[src/rtl/adder_arbiter.sv]
// adder_arbiter: three requesters share one registered W-bit adder.
// A round-robin grant is issued in IDLE, the operands are latched on the
// handshake, the sum is registered in ADD, and the owning requester sees
// its result in RESP until it consumes it.
module adder_arbiter #(
    parameter int W    = 16,
    parameter int NREQ = 3
) (
    input  logic              ti_clk,
    input  logic              rst_n,
    input  logic [NREQ-1:0]   req_valid,
    output logic [NREQ-1:0]   req_ready,
    input  logic [NREQ*W-1:0] req_a,
    input  logic [NREQ*W-1:0] req_b,
    output logic [NREQ-1:0]   rsp_valid,
    input  logic [NREQ-1:0]   rsp_ready,
    output logic [W:0]        rsp_sum,
    output logic [1:0]        rsp_id,
    output logic              busy,
    output logic [15:0]       op_count
);

    typedef enum logic [1:0] {
        S_IDLE = 2'd0,
        S_ADD  = 2'd1,
        S_RESP = 2'd2
    } state_t;

    // Round-robin pick starting at p; result is {found, id[1:0]}.
    function automatic logic [2:0] rr_pick(input logic [2:0] v, input logic [1:0] p);
        logic [2:0] r;
        r = 3'b000;
        case (p)
            2'd0: begin
                if (v[0])      r = 3'b100;
                else if (v[1]) r = 3'b101;
                else if (v[2]) r = 3'b110;
                else           r = 3'b000;
            end
            2'd1: begin
                if (v[1])      r = 3'b101;
                else if (v[2]) r = 3'b110;
                else if (v[0]) r = 3'b100;
                else           r = 3'b000;
            end
            default: begin
                if (v[2])      r = 3'b110;
                else if (v[0]) r = 3'b100;
                else if (v[1]) r = 3'b101;
                else           r = 3'b000;
            end
        endcase
        return r;
    endfunction

    // Requester index to one-hot strobe.
    function automatic logic [2:0] id_onehot(input logic [1:0] id);
        logic [2:0] r;
        case (id)
            2'd0:    r = 3'b001;
            2'd1:    r = 3'b010;
            default: r = 3'b100;
        endcase
        return r;
    endfunction

    // (id + 1) mod 3, the search start after requester id is served.
    function automatic logic [1:0] next_ptr(input logic [1:0] id);
        logic [1:0] r;
        case (id)
            2'd0:    r = 2'd1;
            2'd1:    r = 2'd2;
            default: r = 2'd0;
        endcase
        return r;
    endfunction

    state_t          state_q, state_d;
    logic [1:0]      ptr_q, ptr_d;
    logic [W-1:0]    a_q, a_d;
    logic [W-1:0]    b_q, b_d;
    logic [1:0]      id_q, id_d;
    logic [W:0]      sum_q, sum_d;
    logic [NREQ-1:0] rsp_valid_q, rsp_valid_d;
    logic [15:0]     op_count_q, op_count_d;

    logic [2:0]      pick_s;
    logic [1:0]      grant_id_s;
    logic [NREQ-1:0] req_ready_s;
    logic            handshake_s;
    logic [W-1:0]    a_sel_s;
    logic [W-1:0]    b_sel_s;

    assign pick_s     = rr_pick(req_valid, ptr_q);
    assign grant_id_s = pick_s[1:0];

    // Select the granted requester's operand pair.
    always_comb begin
        a_sel_s = req_a[0 +: W];
        b_sel_s = req_b[0 +: W];
        case (grant_id_s)
            2'd0: begin
                a_sel_s = req_a[0 +: W];
                b_sel_s = req_b[0 +: W];
            end
            2'd1: begin
                a_sel_s = req_a[W +: W];
                b_sel_s = req_b[W +: W];
            end
            default: begin
                a_sel_s = req_a[2*W +: W];
                b_sel_s = req_b[2*W +: W];
            end
        endcase
    end

    // Next-state, grant strobe and datapath updates for the three-state FSM.
    always_comb begin
        state_d     = state_q;
        ptr_d       = ptr_q;
        a_d         = a_q;
        b_d         = b_q;
        id_d        = id_q;
        sum_d       = sum_q;
        rsp_valid_d = rsp_valid_q;
        op_count_d  = op_count_q;
        req_ready_s = '0;
        handshake_s = 1'b0;
        case (state_q)
            S_IDLE: begin
                // Grant only exists while out of reset; no grant memory is kept.
                if (pick_s[2] && rst_n) begin
                    req_ready_s = id_onehot(grant_id_s);
                end else begin
                    req_ready_s = '0;
                end
                handshake_s = |(req_valid & req_ready_s);
                if (handshake_s) begin
                    state_d = S_ADD;
                    a_d     = a_sel_s;
                    b_d     = b_sel_s;
                    id_d    = grant_id_s;
                end else begin
                    state_d = S_IDLE;
                end
            end
            S_ADD: begin
                // Carry is kept in the extra MSB.
                sum_d       = {1'b0, a_q} + {1'b0, b_q};
                rsp_valid_d = id_onehot(id_q);
                state_d     = S_RESP;
            end
            S_RESP: begin
                // Only the owner's rsp_ready bit can release the result.
                if (rsp_ready[id_q]) begin
                    state_d     = S_IDLE;
                    rsp_valid_d = '0;
                    ptr_d       = next_ptr(id_q);
                    op_count_d  = op_count_q + 16'd1;
                end else begin
                    state_d = S_RESP;
                end
            end
            default: begin
                state_d     = S_IDLE;
                rsp_valid_d = '0;
            end
        endcase
    end

    // State and datapath registers; reset aborts any operation in flight.
    always_ff @(posedge ti_clk or negedge rst_n) begin
        if (!rst_n) begin
            state_q     <= S_IDLE;
            ptr_q       <= 2'd0;
            a_q         <= '0;
            b_q         <= '0;
            id_q        <= 2'd0;
            sum_q       <= '0;
            rsp_valid_q <= '0;
            op_count_q  <= 16'd0;
        end else begin
            state_q     <= state_d;
            ptr_q       <= ptr_d;
            a_q         <= a_d;
            b_q         <= b_d;
            id_q        <= id_d;
            sum_q       <= sum_d;
            rsp_valid_q <= rsp_valid_d;
            op_count_q  <= op_count_d;
        end
    end

    assign req_ready = req_ready_s;
    assign rsp_valid = rsp_valid_q;
    assign rsp_sum   = sum_q;
    assign rsp_id    = id_q;
    assign busy      = (state_q != S_IDLE);
    assign op_count  = op_count_q;

endmodule

[config.mk]
export PLATFORM = sky130hd
export DESIGN_NAME = adder_arbiter
export DESIGN_NICKNAME = d
export VERILOG_FILES = /design/src/rtl/adder_arbiter.sv
export SDC_FILE = /design/constraint.sdc
export NUM_CORES = 1
export LEC_CHECK = 0
export CORE_MARGIN = 2
export CORE_UTILIZATION = 49
export CTS_BUF_LIST = sky130_fd_sc_hd__clkbuf_8
export DETAILED_ROUTE_END_ITERATION = 6
export GPL_TIMING_DRIVEN = 0
export PLACE_DENSITY = 0.85
export SLEW_MARGIN = 0
export SYNTH_ARGS = -nofsm -noshare
export SYNTH_HDL_FRONTEND = slang
export SYNTH_SLANG_ARGS = --single-unit
export TNS_END_PERCENT = 10
[constraint.sdc]
create_clock -name ti_clk -period 5.84 [get_ports ti_clk]
set_input_delay 1.168 -clock ti_clk [delete_from_list [all_inputs] [get_ports ti_clk]]
set_output_delay 1.168 -clock ti_clk [all_outputs]
set_load 0.05 [all_outputs]
==> run_summary.xml <==
<?xml version="1.0" encoding="UTF-8"?>
<metrics>
  <group name="pwr">
    <metric name="power.share.sequential" unit="">0.267</metric>
    <metric name="clockPowerShare" unit="">0.121</metric>
    <metric name="leak" unit="nW">2.531</metric>
    <metric name="max-vdd-ir-drop" unit="mV">0.2535</metric>
    <metric name="switch_pwr" unit="mW">1.617</metric>
    <metric name="power-per-cell-area" unit="nW/um2">556.0</metric>
    <metric name="power.switching_fraction" unit="">0.4877</metric>
    <metric name="internal_power_of_the_cells" unit="mW">1.699</metric>
    <metric name="combinationalPowerShare" unit="">0.612</metric>
  </group>
  <group name="logic_synthesis">
    <metric name="synth_adder_area_share" unit="">0.05556</metric>
    <metric name="synth_area" unit="um2">4189</metric>
    <metric name="synth_enable_flop_cells" unit="">0</metric>
    <metric name="synth_compound_gate_area_share" unit="">0.2159</metric>
    <metric name="asyncSetResetFlopFracSynth" unit="">1.000</metric>
    <metric name="count_of_synthesis_stage_warnings_from_yosys" unit="">0</metric>
    <metric name="dominant_combinational_cell_family_by_area_after_synthesis" unit="">compound AO/OA/AOI/OAI gates</metric>
    <metric name="sequential_area_share_after_synthesis" unit="">0.4421</metric>
    <metric name="synthesis_stage_register_bit_count" unit="">74</metric>
    <metric name="post_synth_num_cell_types" unit="">50</metric>
    <metric name="post_synth.cell_area_avg" unit="um2">9.087</metric>
    <metric name="synth_cells" unit="">461</metric>
    <metric name="synth.net_count" unit="">583</metric>
    <metric name="synthesized_area_fraction_occupied_by_and_or_nand_nor_cells" unit="">0.1813</metric>
    <metric name="ys.flop_type" unit="">sky130_fd_sc_hd__dfrtp_1</metric>
    <metric name="post_synth_xor_area_fraction" unit="">0.04600</metric>
    <metric name="synth.mux.area_fraction" unit="">0.02509</metric>
  </group>
  <group name="timing">
    <metric name="setup_repair_after_global_routing_missed_its_margin" unit="">false</metric>
    <metric name="timing.clock.skew" unit="ps">13.64</metric>
    <metric name="post-route-min-period" unit="ps">4807</metric>
    <metric name="final.period_utilization" unit="">0.8232</metric>
    <metric name="tightest_slew" unit="ps">901.8</metric>
    <metric name="timing.final.max_slew_violations" unit="">0</metric>
    <metric name="report.final.hold_viol_count" unit="">0</metric>
    <metric name="timing.final.setup_violations" unit="">0</metric>
    <metric name="fin_setup_tns" unit="ps">0</metric>
    <metric name="setup_slack" unit="ps">1033</metric>
    <metric name="max_slew_margin" unit="">0.3988</metric>
    <metric name="worst_hold_slack" unit="ps">481.1</metric>
    <metric name="fmaxAchievable" unit="MHz">208.0</metric>
  </group>
  <group name="final_layout">
    <metric name="commonest_cells_after_routing_fill_and_taps_aside" unit="">sky130_fd_sc_hd__clkdlybuf4s50_1, sky130_fd_sc_hd__nand2_1, sky130_fd_sc_hd__dfrtp_1</metric>
    <metric name="register_area" unit="um2">1852</metric>
    <metric name="stdcell_count" unit="">727</metric>
    <metric name="final_common_cell" unit="">sky130_fd_sc_hd__clkdlybuf4s50_1</metric>
    <metric name="antennaDiodeCount" unit="">0</metric>
    <metric name="multi_input_area" unit="um2">2195</metric>
    <metric name="finish.net_count" unit="">739</metric>
    <metric name="share_of_layout_cells_above_drive_strength_1" unit="">0.07395</metric>
    <metric name="area_delta_synth_final" unit="%">42.38</metric>
    <metric name="fillerInstances" unit="">606</metric>
  </group>
  <group name="routing">
    <metric name="dr.first_iter.drc_count" unit="">196</metric>
    <metric name="drc" unit="">0</metric>
    <metric name="post_drt_via_cell_ratio" unit="">5.820</metric>
    <metric name="drt-wirelength-per-cell" unit="um">16.67</metric>
    <metric name="vias" unit="">4231</metric>
    <metric name="antenna_violating_nets_post_route" unit="">0</metric>
    <metric name="drt_first_pass_iters" unit="">5</metric>
    <metric name="wl_final" unit="um">12120</metric>
  </group>
  <group name="place">
    <metric name="place_ws" unit="ps">1039</metric>
    <metric name="place.gp.congestion" unit="">0.9197</metric>
    <metric name="dp.cells" unit="">711</metric>
    <metric name="dp.final_hpwl" unit="um">9560</metric>
    <metric name="placement.io_buffers" unit="">145</metric>
  </group>
  <group name="worst_setup_path">
    <metric name="cp-end-kind" unit="">output port</metric>
    <metric name="largest_stage_delay_worst_path" unit="ps">840</metric>
    <metric name="critical_path_required" unit="ps">4670</metric>
    <metric name="timing.critical_path.from_type" unit="">input port</metric>
    <metric name="crit_chain" unit="">clkdlybuf4s50_1 &gt; nor2b_1 &gt; o22ai_1 &gt; and2_1 &gt; buf_2 &gt; buf_2 &gt; nor3_1 &gt; clkdlybuf4s50_1</metric>
    <metric name="arrival" unit="ps">3640</metric>
    <metric name="classification_of_the_worst_setup_path" unit="">input port to output port</metric>
    <metric name="critPathSlowestCell" unit="">sky130_fd_sc_hd__clkdlybuf4s50_1</metric>
    <metric name="maximum_net_fanout_on_the_critical_path" unit="">10</metric>
  </group>
  <group name="clock_tree">
    <metric name="clkSinkCount" unit="">74</metric>
    <metric name="holdBufCountCts" unit="">0</metric>
    <metric name="tritoncts.num_buffers" unit="">9</metric>
    <metric name="post_cts.repair.setup_buffers" unit="">0</metric>
    <metric name="htreeDepth" unit="">3</metric>
    <metric name="cts-resized-gates" unit="">0</metric>
    <metric name="clk_latency" unit="ps">360</metric>
    <metric name="clock_tree.root_cell" unit="">sky130_fd_sc_hd__clkbuf_8</metric>
    <metric name="cts_max_path_buffers" unit="">2</metric>
    <metric name="clkTransAtPathRegs" unit="ps">60</metric>
    <metric name="cts_tree" unit="">built</metric>
  </group>
  <group name="global_routing">
    <metric name="grt_first_pass_wirelength" unit="um">19440</metric>
    <metric name="global_route_overflow" unit="">0</metric>
    <metric name="antenna_found_initial" unit="">0</metric>
    <metric name="gr-usage-all-layers" unit="">0.2752</metric>
    <metric name="grt_pass1_vias" unit="">4113</metric>
    <metric name="largest_net_degree_at_the_start_of_global_routing" unit="">76</metric>
  </group>
  <group name="floorplanning">
    <metric name="floorplan.die.width" unit="um">96.46</metric>
    <metric name="chipHeight" unit="um">96.46</metric>
    <metric name="core_area" unit="um2">8258</metric>
    <metric name="design.die.area" unit="um2">9305</metric>
    <metric name="rows" unit="">33</metric>
    <metric name="floorplan.initialDensity" unit="">0.5073</metric>
    <metric name="io_pins" unit="">146</metric>
  </group>
  <group name="status">
    <metric name="outcome" unit="">finished, final reports clean</metric>
  </group>
  <group name="worst_hold_path">
    <metric name="hold_path.class" unit="">flip-flop to flip-flop</metric>
  </group>
  <group name="flow_run">
    <metric name="number_of_maximum_capacitance_violations" unit="">0</metric>
  </group>
</metrics>
[worst max-delay path: cells and delay by family]
kind | cells | cell delay [ps]
buffers and inverters | 4 | 1710
and+or+nand+nor | 3 | 610
AOI/OAI and AO/OA | 1 | 150
[power groups by stage]
stage / clock (mW) / sequential, mW / combinational (mW)
floorplan: 0 / 1.15 / 1.13
global placement: 0 / 0.881 / 1.93
detailed placement: 0 / 0.892 / 1.99
CTS: 0.399 / 0.884 / 2.01
global route: 0.423 / 0.910 / 2.22
finish: 0.401 / 0.886 / 2.03
[stage by stage]
| step | area [um2] | power, mW | utilization |
|---|---|---|---|
| 6_report | 5964 | 3.316 | 0.7223 |
| 5_1_grt | 5964 | 3.550 | 0.7223 |
| 4_1_cts | 5964 | 3.289 | 0.7223 |
| 3_5_place_dp | 5769 | 2.885 | 0.6986 |
| 3_3_place_gp | 5772 | 2.810 | 0.6989 |
| 2_1_floorplan | 4189 | 2.279 | - |
[cells by family (layout without fill, tap and decap cells)]
logic type / count (synthesis) / count (layout)
muxes: 10 / 10
adders and majority gates: 18 / 18
AOI/OAI and AO/OA: 134 / 134
DFF: 74 / 74
buffers and inverters: 32 / 193
and+or+nand+nor: 171 / 171
xor gates and xnor gates: 22 / 22
[final timing paths]
| kind | from | to | slack, ps | cells after the start |
|---|---|---|---|---|
| worst max register to register | b_q[0]$_DFFE_PN0P_ | rsp_sum[12]$_DFFE_PN0P_ | 3470 | 7 |
| max in group asynchronous | rst_n | rsp_sum[10]$_DFFE_PN0P_ | 4320 | 1 |
| min in group asynchronous | rst_n | rsp_id[1]$_DFFE_PN0P_ | 940 | 1 |
| worst max-delay path | req_valid[0] | req_ready[0] | 1030 | 8 |
| worst min register to register | rsp_sum[6]$_DFFE_PN0P_ | rsp_sum[6]$_DFFE_PN0P_ | 480 | 2 |
| worst min-delay path | rsp_sum[6]$_DFFE_PN0P_ | rsp_sum[6]$_DFFE_PN0P_ | 480 | 2 |
[cells in the mapped netlist, types with 2 or more instances]
cell type	instances	area, um2
sky130_fd_sc_hd__mux2_2	3	33.78
sky130_fd_sc_hd__a211oi_1	6	45.04
sky130_fd_sc_hd__nand2b_1	2	12.51
sky130_fd_sc_hd__nor2b_1	3	18.77
sky130_fd_sc_hd__clkbuf_1	6	22.52
sky130_fd_sc_hd__o21bai_1	2	15.01
sky130_fd_sc_hd__nor3_1	6	30.03
sky130_fd_sc_hd__a21o_1	9	67.56
sky130_fd_sc_hd__nand4_1	8	50.05
sky130_fd_sc_hd__o211ai_1	2	15.01
sky130_fd_sc_hd__xnor2_1	12	105.1
sky130_fd_sc_hd__mux2i_1	6	60.06
sky130_fd_sc_hd__buf_1	2	7.510
sky130_fd_sc_hd__a211o_1	2	17.52
sky130_fd_sc_hd__ha_1	17	212.7
sky130_fd_sc_hd__inv_1	5	18.77
sky130_fd_sc_hd__nand3_1	10	50.05
sky130_fd_sc_hd__nor2_1	49	183.9
sky130_fd_sc_hd__dfrtp_1	74	1852
sky130_fd_sc_hd__nand2_1	77	289.0
sky130_fd_sc_hd__buf_2	18	90.09
sky130_fd_sc_hd__a31oi_1	35	219.0
sky130_fd_sc_hd__and2_1	2	12.51
sky130_fd_sc_hd__a21oi_1	11	55.05
sky130_fd_sc_hd__a22oi_1	32	240.2
sky130_fd_sc_hd__a21oi_2	2	17.52
sky130_fd_sc_hd__o21ai_0	24	120.1
sky130_fd_sc_hd__or3_1	2	12.51
sky130_fd_sc_hd__and3_1	3	18.77
sky130_fd_sc_hd__xor2_1	10	87.58
sky130_fd_sc_hd__and4_1	2	17.52
[layout make-up]
cell class | instances | area share
plain buffers | 26 | 0.02014
clock buffers | 10 | 0.02308
clock inverters | 6 | 0.009650
inverters | 6 | 0.003776
multi-input cells | 355 | 0.3679
flip-flops and latches | 74 | 0.3105
well taps | 105 | 0.02203
repair buffers | 145 | 0.2429
[layer usage]
layer / track usage / up-vias / part of all wire
met5: 0 / - / 0
met4: 0.1103 / 0 / 0.028
met3: 0.06749 / 32 / 0.070
met2: 0.4641 / 191 / 0.49
met1: 0.3394 / 2021 / 0.41
li1: - / 1987 / -
[state kept, by name, indices dropped and copies added (netlist names)]
signal     flops
rsp_valid      3
op_count      16
rsp_id         2
a_q           16
rsp_sum       17
ptr_q          2
state_q        2
b_q           16
(Power assumes the default switching activity.)
